--- src/rtl/mux8_rr_arbiter_pkg.sv ---
// mux8_rr_arbiter_pkg: shared FSM encodings and requester count (rev 1.0)
`default_nettype none

package mux8_rr_arbiter_pkg;

   localparam int unsigned N_REQ = 8;

   localparam logic [0:0] IDLE = 1'b0;
   localparam logic [0:0] BUSY = 1'b1;

   function automatic logic [N_REQ-1:0] onehot8(input logic [2:0] idx);
      onehot8 = '0;
      onehot8[idx] = 1'b1;
   endfunction

endpackage

`default_nettype wire

--- src/rtl/mux8_rr_arbiter_mux.sv ---
// mux_1x8: WIDTH-bit 8:1 data multiplexer (rev 1.0)
`default_nettype none

module mux_1x8 #(
   parameter int WIDTH = 8
) (
   input  logic [WIDTH-1:0] in0,
   input  logic [WIDTH-1:0] in1,
   input  logic [WIDTH-1:0] in2,
   input  logic [WIDTH-1:0] in3,
   input  logic [WIDTH-1:0] in4,
   input  logic [WIDTH-1:0] in5,
   input  logic [WIDTH-1:0] in6,
   input  logic [WIDTH-1:0] in7,
   input  logic [2:0]       sel,
   output logic [WIDTH-1:0] out
);

   always_comb begin
      out = in0;
      case (sel)
         3'd0: out = in0;
         3'd1: out = in1;
         3'd2: out = in2;
         3'd3: out = in3;
         3'd4: out = in4;
         3'd5: out = in5;
         3'd6: out = in6;
         3'd7: out = in7;
         default: out = in0;
      endcase
   end

endmodule

`default_nettype wire

--- src/rtl/mux8_rr_arbiter_pick.sv ---
// rr_pick8: first set request at or after ptr, wrapping 7->0 (rev 1.0)
`default_nettype none

module rr_pick8
   import mux8_rr_arbiter_pkg::*;
(
   input  logic [N_REQ-1:0] req,
   input  logic [2:0]       ptr,
   output logic [2:0]       idx,
   output logic             any
);

   logic [2:0] cand;

   // Scan farthest offset first so the nearest hit to ptr wins.
   always_comb begin
      idx  = ptr;
      cand = ptr;
      for (int k = 7; k >= 0; k--) begin
         cand = ptr + k[2:0];
         if (req[cand]) begin
            idx = cand;
         end
      end
   end

   assign any = |req;

endmodule

`default_nettype wire

--- src/rtl/mux8_rr_arbiter.sv ---
// mux8_rr_arbiter: round-robin 8-input packet arbiter with beat limit (rev 1.0)
`default_nettype none

module mux8_rr_arbiter
   import mux8_rr_arbiter_pkg::*;
#(
   parameter int WIDTH     = 8,
   parameter int MAX_BEATS = 16
) (
   input  logic             clk,
   input  logic             rst_n,
   input  logic [7:0]       req,
   input  logic [7:0]       last,
   input  logic [WIDTH-1:0] in0,
   input  logic [WIDTH-1:0] in1,
   input  logic [WIDTH-1:0] in2,
   input  logic [WIDTH-1:0] in3,
   input  logic [WIDTH-1:0] in4,
   input  logic [WIDTH-1:0] in5,
   input  logic [WIDTH-1:0] in6,
   input  logic [WIDTH-1:0] in7,
   input  logic             out_ready,
   output logic [WIDTH-1:0] out,
   output logic             out_valid,
   output logic [2:0]       sel,
   output logic [7:0]       grant
);

   localparam logic [7:0] MAX_B = MAX_BEATS[7:0];

   logic [0:0] state_q, state_d;
   logic [2:0] ptr_q,   ptr_d;
   logic [2:0] sel_q,   sel_d;
   logic [7:0] grant_q, grant_d;
   logic [7:0] beats_q, beats_d;

   logic [2:0] pick_idx;
   logic       pick_any;
   logic       xfer;
   logic       rel;
   logic [7:0] beats_inc;

   rr_pick8 u_pick (
      .req (req),
      .ptr (ptr_q),
      .idx (pick_idx),
      .any (pick_any)
   );

   mux_1x8 #(.WIDTH(WIDTH)) u_mux (
      .in0 (in0),
      .in1 (in1),
      .in2 (in2),
      .in3 (in3),
      .in4 (in4),
      .in5 (in5),
      .in6 (in6),
      .in7 (in7),
      .sel (sel_q),
      .out (out)
   );

   assign out_valid = (state_q == BUSY) && req[sel_q];
   assign xfer      = out_valid && out_ready;
   assign beats_inc = beats_q + 8'd1;

   always_comb begin
      state_d = state_q;
      ptr_d   = ptr_q;
      sel_d   = sel_q;
      grant_d = grant_q;
      beats_d = beats_q;
      rel     = 1'b0;
      if (state_q == IDLE) begin
         if (pick_any) begin
            state_d = BUSY;
            sel_d   = pick_idx;
            grant_d = onehot8(pick_idx);
            beats_d = 8'd0;
         end
      end else begin
         // A vanished request ends the grant even while the sink stalls.
         if (!req[sel_q]) begin
            rel = 1'b1;
         end else if (xfer) begin
            beats_d = beats_inc;
            if (last[sel_q] || (beats_inc == MAX_B)) begin
               rel = 1'b1;
            end
         end
         if (rel) begin
            state_d = IDLE;
            grant_d = 8'd0;
            ptr_d   = sel_q + 3'd1;
         end
      end
   end

   always_ff @(posedge clk) begin
      if (!rst_n) begin
         state_q <= IDLE;
         ptr_q   <= 3'd0;
         sel_q   <= 3'd0;
         grant_q <= 8'd0;
         beats_q <= 8'd0;
      end else begin
         state_q <= state_d;
         ptr_q   <= ptr_d;
         sel_q   <= sel_d;
         grant_q <= grant_d;
         beats_q <= beats_d;
      end
   end

   assign sel   = sel_q;
   assign grant = grant_q;

endmodule

`default_nettype wire

--- config.mk ---
export PLATFORM = sky130hd
export DESIGN_NAME = mux8_rr_arbiter
export DESIGN_NICKNAME = d
export VERILOG_FILES = /design/src/rtl/mux8_rr_arbiter_pkg.sv /design/src/rtl/mux8_rr_arbiter_mux.sv /design/src/rtl/mux8_rr_arbiter_pick.sv /design/src/rtl/mux8_rr_arbiter.sv
export SDC_FILE = /design/constraint.sdc
export NUM_CORES = 1
export LEC_CHECK = 0
export BUFFER_PORTS_ARGS = -buffer_cell sky130_fd_sc_hd__buf_2
export CORE_ASPECT_RATIO = 0.75
export CORE_UTILIZATION = 53
export CTS_BUF_LIST = sky130_fd_sc_hd__clkbuf_16
export DETAILED_ROUTE_END_ITERATION = 12
export PLACE_DENSITY = 0.87
export SKIP_CTS_REPAIR_TIMING = 1
export SLEW_MARGIN = 0
export SYNTH_ARGS = -nofsm -noshare
export SYNTH_HDL_FRONTEND = slang
export SYNTH_SLANG_ARGS = --single-unit
--- constraint.sdc ---
create_clock -name clk -period 6 [get_ports clk]
set_clock_uncertainty 0.1 [all_clocks]
set_input_delay 0.9 -clock clk [delete_from_list [all_inputs] [get_ports clk]]
set_output_delay 0.9 -clock clk [all_outputs]
set_load 0.01 [all_outputs]
==> metrics.txt, run 1 <==
largest family of logic cells by synthesized area=multiplexers; Synth area leaders=dfxtp_1, mux4_2, mux2_2; Pre-antenna DRT Iters=6; # H-tree levels=1; first-pass GRT wire length=11.00 mm; fin crit period=3.936 ns; total CTS buffers=3; crit path cell chain=clkinv_1 -> ha_1 -> nor2_1 -> nand2_1 -> mux2_2 -> buf_2; FILL cells=333; most common cell after layout, fill and taps aside=buf_2; DR DRC count=0; post-synthesis cell count=273; routed length per instance=17.78 um; reg-to-reg slack, setup=2.16 ns; mux share of post-synthesis cell area=26.92%; Worst EP arrival=2.94 ns; Total GRT Usage=29.29%; Synth Register Bits=23; share of the synthesized area in the top cell type=18.94%; die area=4865 um^2; final setup TNS=0 ns; xor/xnor share of the synthesized area=1.081%; compound-cell area share of the yosys netlist=24.34%; Initial DRC Count=307; max frequency=0.2541 GHz; Worst path max stage delay=0.80 ns; Post-synth EDFFs=0; CP Max Fanout=19; placeable core area=4229 um^2; Die X=80.21 um; largest delay contributor family on the critical path=flip-flops; Site Rows=20; cell area after synthesis=2431 um^2; IO Pins=103; Async SR Flop Fraction=0%; sequential share of the synthesized area=18.94%; die height=60.66 um; Initial Utilization=57.49%; grt ovf=0; final net count=456; Avg Synthesized Cell Area=8.905 um^2; critical path endpoint category=output pin; routed wire length=7.434 mm; maxcap violations=0; vias per cell=6.519; status=completed; Setup crit start kind=flip-flop; Post-DRT Antenna Nets=0; final design utilization=71.36%; storage element area=460.4 um^2; Slew @ Worst Pin=1.005 ns; CTS Sinks=23; Post-Synth Simple-Gate Area=19.61%; RSZ-0062 raised after global routing=no; Yosys cell types=58; Rel. slew slack=32.89%; leakage=1.319 nW; clk_lat worst skew=0.25 ns; CP required=5.00 ns; Hold Path Class=flip-flop to flip-flop; multi-input logic area=1862 um^2; period utilisation layout=65.60%; pwr dens=467.2 nW/um^2; Slew Viols, Final=0; Final Hold Viols=0; PortBufs=102; Area after DPL=2939 um^2; clock slew at reported path FFs=0.06 ns; TritonCTS clock tree=built; largest net degree at the start of global routing=23; most frequent cells in the layout=buf_2, nand2_1, nor2_1, dfxtp_1, mux2_2; Post-Layout Inst Area=3018 um^2; maximum VDD drop=0.2963 mV; Final Setup Violations=0; ys flop type=dfxtp_1; CTS max path bufs=2; ant diodes=0; layout cells sized above 1=38.29%; yosys warns=0; Slowest cell on crit path=dfxtp_1; RePlAce Congestion=0.9479; cell taking the most area after synthesis=dfxtp_1; vias in the first global route=2377; Final HPWL DP=5.633 mm; vias=2725; Syn Nets=365; Area Overhead vs Synth=24.14%; initial antenna violation count=0; Worst Path Buf+Inv=2; critical path type=flip-flop to output pin; root buffer cell=clkbuf_16; post-synthesis adder-cell area fraction=4.632%
cell type report:
class | instances | share of cell area [%]
clock buffers | 3 | 2.488
repair buffers | 102 | 16.92
flip-flops and latches | 23 | 15.26
well taps | 55 | 2.280
multi-input cells | 224 | 61.69
inverters | 10 | 1.244
clock inverters | 1 | 0.1244
metal layers:
layer / GRT usage, % / vias to the layer above / part of all wire [%]
li1: - / 1263 / -
met1: 38.21 / 1262 / 41
met2: 51.04 / 184 / 48
met3: 5.564 / 16 / 9.1
met4: 7.143 / 0 / 2.0
met5: 0 / - / 0
per-stage QoR:
| stage | instances | hold WS (ns) | total power [mW] | setup slack [ns] |
|---|---|---|---|---|
| 3_5_place_dp | 414 | 0.3555 | 1.250 | 2.255 |
| 2_1_floorplan | 273 | 0.3406 | 0.9815 | 2.731 |
| 4_1_cts | 418 | 0.3769 | 1.394 | 2.085 |
| 5_1_grt | 418 | 0.3941 | 1.504 | 1.905 |
| 3_3_place_gp | 414 | 0.3545 | 1.215 | 2.395 |
| 6_report | 418 | 0.3786 | 1.410 | 2.064 |
sequential cells by signal, summed over array words and instances, names as in the netlist:
signal	count
state_q	1
ptr_q	3
grant	8
sel	3
beats_q	8
final timing paths:
check,cells after the start,from,endpoint
hold reg to reg,1,grant[3]$_SDFFE_PN0P_,grant[3]$_SDFFE_PN0P_
setup reg to reg,9,ptr_q[1]$_SDFFE_PN0P_,grant[3]$_SDFFE_PN0P_
setup / recovery,6,sel[2]$_SDFFE_PN0P_,out[3]
hold / removal,1,grant[3]$_SDFFE_PN0P_,grant[3]$_SDFFE_PN0P_
synth_stat cells, types with 4 or more instances:
master,count
mux4_2,10
nor2_1,23
a221oi_1,4
a22o_1,8
nand2_1,24
and3_1,5
a21oi_1,11
nand3_1,6
mux4_1,4
mux2_2,19
mux2i_1,11
dfxtp_1,23
ha_1,9
a41oi_1,5
inv_1,8
clkbuf_1,11
o21ai_0,11
nor3_1,8
a222oi_1,8
and2_1,4
nor3b_1,5
a31oi_1,5
kinds of logic after synthesis:
kind of cell / count (synthesis)
DFF: 23
AOI/OAI and AO/OA: 77
muxes: 44
buffers and inverters: 26
adders and majority gates: 9
xor gates and xnor gates: 3
and+or+nand+nor: 91
worst register-to-register path, stage by stage (launching register included):
cell	delay, ns
dfxtp_1	0.70
clkinv_1	0.40
ha_1	0.55
mux4_1	0.43
mux2i_1	0.40
nor4_1	0.12
a2111o_1	0.45
nor3_2	0.22
nor2_1	0.11
a22o_1	0.25
power by group:
part           leakage [nW]  switching, mW  internal (mW)
registers             0.187         0.0933          0.187
clock network        0.0423         0.0514         0.0888
logic                  1.09          0.540          0.450
Note: power is estimated with default switching activity, not from simulation.
==> inputs of run 2 (changes only) <==
Settings changed: ABC_AREA from default to 1, CORE_UTILIZATION 53 to 44, PLACE_DENSITY 0.87 to 0.77.
Clock period 6 ns to 3.4 ns, I/O delays scaled along.
==> run 2 against run 1 <==
Against the previous run: clock power grew 84%; wire length grew 5.2%; flip-flop and latch count is the same.
==> metrics.txt, run 2 <==
final net count=589; Hold Path Class=flip-flop to flip-flop; most common cell after layout, fill and taps aside=buf_2; count leader, synth=nand2_1; sequential share of the synthesized area=18.43%; final setup TNS=0 ns; CTS max path bufs=2; clock slew at reported path FFs=0.06 ns; TritonCTS clock tree=built; total CTS buffers=3; Async SR Flop Fraction=0%; Slowest cell on crit path=dfxtp_1; critical path endpoint category=output pin; CTS Sinks=23; most frequent cells in the layout=buf_2, nand2_1, nand3_1; pre-CTS WS=0.7171 ns; placeable core area=5410 um^2; Synth Register Bits=23; Rel. slew slack=62.00%; Post-synth EDFFs=0; Final HPWL DP=6.216 mm; Yosys cell types=39; fin crit period=2.964 ns; most frequent cells after synthesis=nand2_1, nand3_1, inv_1; initial antenna violation count=0; maximum VDD drop=0.4572 mV; r2r startpoint=ptr_q[0]$_SDFFE_PN0P_; cell taking the most area after synthesis=dfxtp_1; IO Pins=103; Worst Path Buf+Inv=2; Initial DRC Count=271; sw frac=56.18%; R2R Path End=grant[4]$_SDFFE_PN0P_; vias in the first global route=2606; vias per cell=5.357; layout cells sized above 1=33.87%; first-pass GRT wire length=11.85 mm; RSZ-0062 raised after global routing=no; Final Hold Viols=0; Hold Worst Slack=0.3703 ns; largest net degree at the start of global routing=21; grt ovf=0; Initial Utilization=46.18%; cell area after synthesis=2499 um^2; Post-DRT Antenna Nets=0; Die X=89.02 um; # H-tree levels=1; Avg Synthesized Cell Area=6.262 um^2; Internal Pwr Total=1.274 mW; final worst setup slack=0.4358 ns; Crit. Startpoint=sel[0]$_SDFFE_PN0P_; die height=67.26 um; yosys warns=0; clk_lat worst skew=0.26 ns; maxcap violations=0; share of the synthesized area in the top cell type=18.43%; Area Overhead vs Synth=24.94%; Post-Layout Inst Area=3122 um^2; Total GRT Usage=25.39%; Flop pwr share=13.9%; proportion of power drawn by combinational gates=77.3%; Final Setup Violations=0; max frequency=0.3374 GHz; pwr dens=931.3 nW/um^2; Setup crit start kind=flip-flop; crit path capture=out[0]; Slew Viols, Final=0; Synth area leaders=dfxtp_1, nand2_1, nand3_1; CP Max Fanout=12; ys flop type=dfxtp_1; routed wire length=7.820 mm; Area after DPL=3042 um^2; critical path depth=8; Site Rows=23; Clk pwr share=8.8%; worst r2r path cells=19; RePlAce Congestion=0.9824; Cell Count, Final, Fillers Out=571; crit path cell chain=inv_2 -> ha_1 -> nand3_1 -> nand2_1 -> a221oi_1 -> nand4_1 -> a31o_2 -> buf_2; largest delay contributor family on the critical path=flip-flops; PortBufs=102; sw power=1.633 mW; CP required=2.79 ns; DR DRC count=0; routed length per instance=13.70 um; vias=3059; reg-to-reg slack, setup=0.84 ns; Worst path max stage delay=0.59 ns; leakage=1.625 nW; period utilisation layout=87.18%; die area=5987 um^2; Placed Cells=567; status=completed; Slew @ Worst Pin=0.5648 ns; root buffer cell=clkbuf_16; Pre-antenna DRT Iters=6; FILL cells=528; ant diodes=0; Worst EP arrival=2.35 ns; critical path type=flip-flop to output pin; Syn Nets=491; post-synthesis cell count=399
## run 2: changes by cell type after synthesis, sizes merged, moves of 7 or more
cell / before / now
mux4: 14 / 0
nand3: 6 / 70
a222oi: 8 / 0
a221oi: 4 / 11
mux2: 19 / 0
nand2: 24 / 101
nor3: 9 / 1
mux2i: 11 / 0
a21oi: 11 / 28
clkbuf: 11 / 4
nor2: 23 / 43
inv: 8 / 56
## run 2: power by group through the flow
stage	Combinational, mW	Sequential (mW)	Clock, mW
2_1_floorplan	1.72	0.398	0
3_3_place_gp	2.18	0.408	0
3_5_place_dp	2.20	0.408	0
4_1_cts	2.22	0.402	0.261
5_1_grt	2.51	0.414	0.271
6_report	2.25	0.404	0.257
## run 2: cell type report
cell class	instances	area, um^2	share of cell area (%)
clock inverters	1	5.005	0.1603
repair buffers	106	540.5	17.31
flip-flops and latches	23	460.4	14.75
clock buffers	3	75.07	2.405
well taps	75	93.84	3.006
multi-input cells	306	1730	55.43
inverters	57	216.5	6.934
## run 2: cells by family after synthesis
logic type | Yosys count | synth area share, %
buffers and inverters | 70 | 12.32
DFF | 23 | 18.43
xor gates and xnor gates | 7 | 2.755
adders and majority gates | 9 | 4.507
and+or+nand+nor | 223 | 45.12
AOI/OAI and AO/OA | 67 | 16.88
## run 2: worst min-delay path by stage
| stage | slack [ns] | depth (start not counted) | startpoint | end |
|---|---|---|---|---|
| 2_1_floorplan | 0.34 | 2 | beats_q[3]$_SDFFE_PN0P_ | beats_q[3]$_SDFFE_PN0P_ |
| 3_3_place_gp | 0.35 | 2 | beats_q[3]$_SDFFE_PN0P_ | beats_q[3]$_SDFFE_PN0P_ |
| 3_5_place_dp | 0.36 | 2 | beats_q[3]$_SDFFE_PN0P_ | beats_q[3]$_SDFFE_PN0P_ |
| 4_1_cts | 0.37 | 2 | beats_q[3]$_SDFFE_PN0P_ | beats_q[3]$_SDFFE_PN0P_ |
| 5_1_grt | 0.40 | 2 | beats_q[3]$_SDFFE_PN0P_ | beats_q[3]$_SDFFE_PN0P_ |
| 6_report | 0.37 | 2 | beats_q[3]$_SDFFE_PN0P_ | beats_q[3]$_SDFFE_PN0P_ |
## run 2: metrics by stage
step	utilization, %	power (mW)
finish	57.70	2.907
global route	57.70	3.194
CTS	57.70	2.879
detailed placement	56.22	2.611
global placement	56.22	2.587
floorplan	-	2.116
## run 2: worst register-to-register path, delay by kind of cell, from the launching register on
kind / cells / cell delay, ns
AO/OA/AOI/OAI: 1 / 0.12
adder cells (fa/ha/maj): 1 / 0.41
buffers and inverters: 3 / 0.46
flip-flops: 1 / 0.31
AND/OR/NAND/NOR: 14 / 1.05
## run 2: routing by layer
layer	wire (um)	vias to the layer above	GRT usage [%]
met4	89	0	3.373
met5	0	-	0
li1	-	1520	-
met1	3451	1369	34.44
met3	790	10	5.012
met2	3489	160	42.98
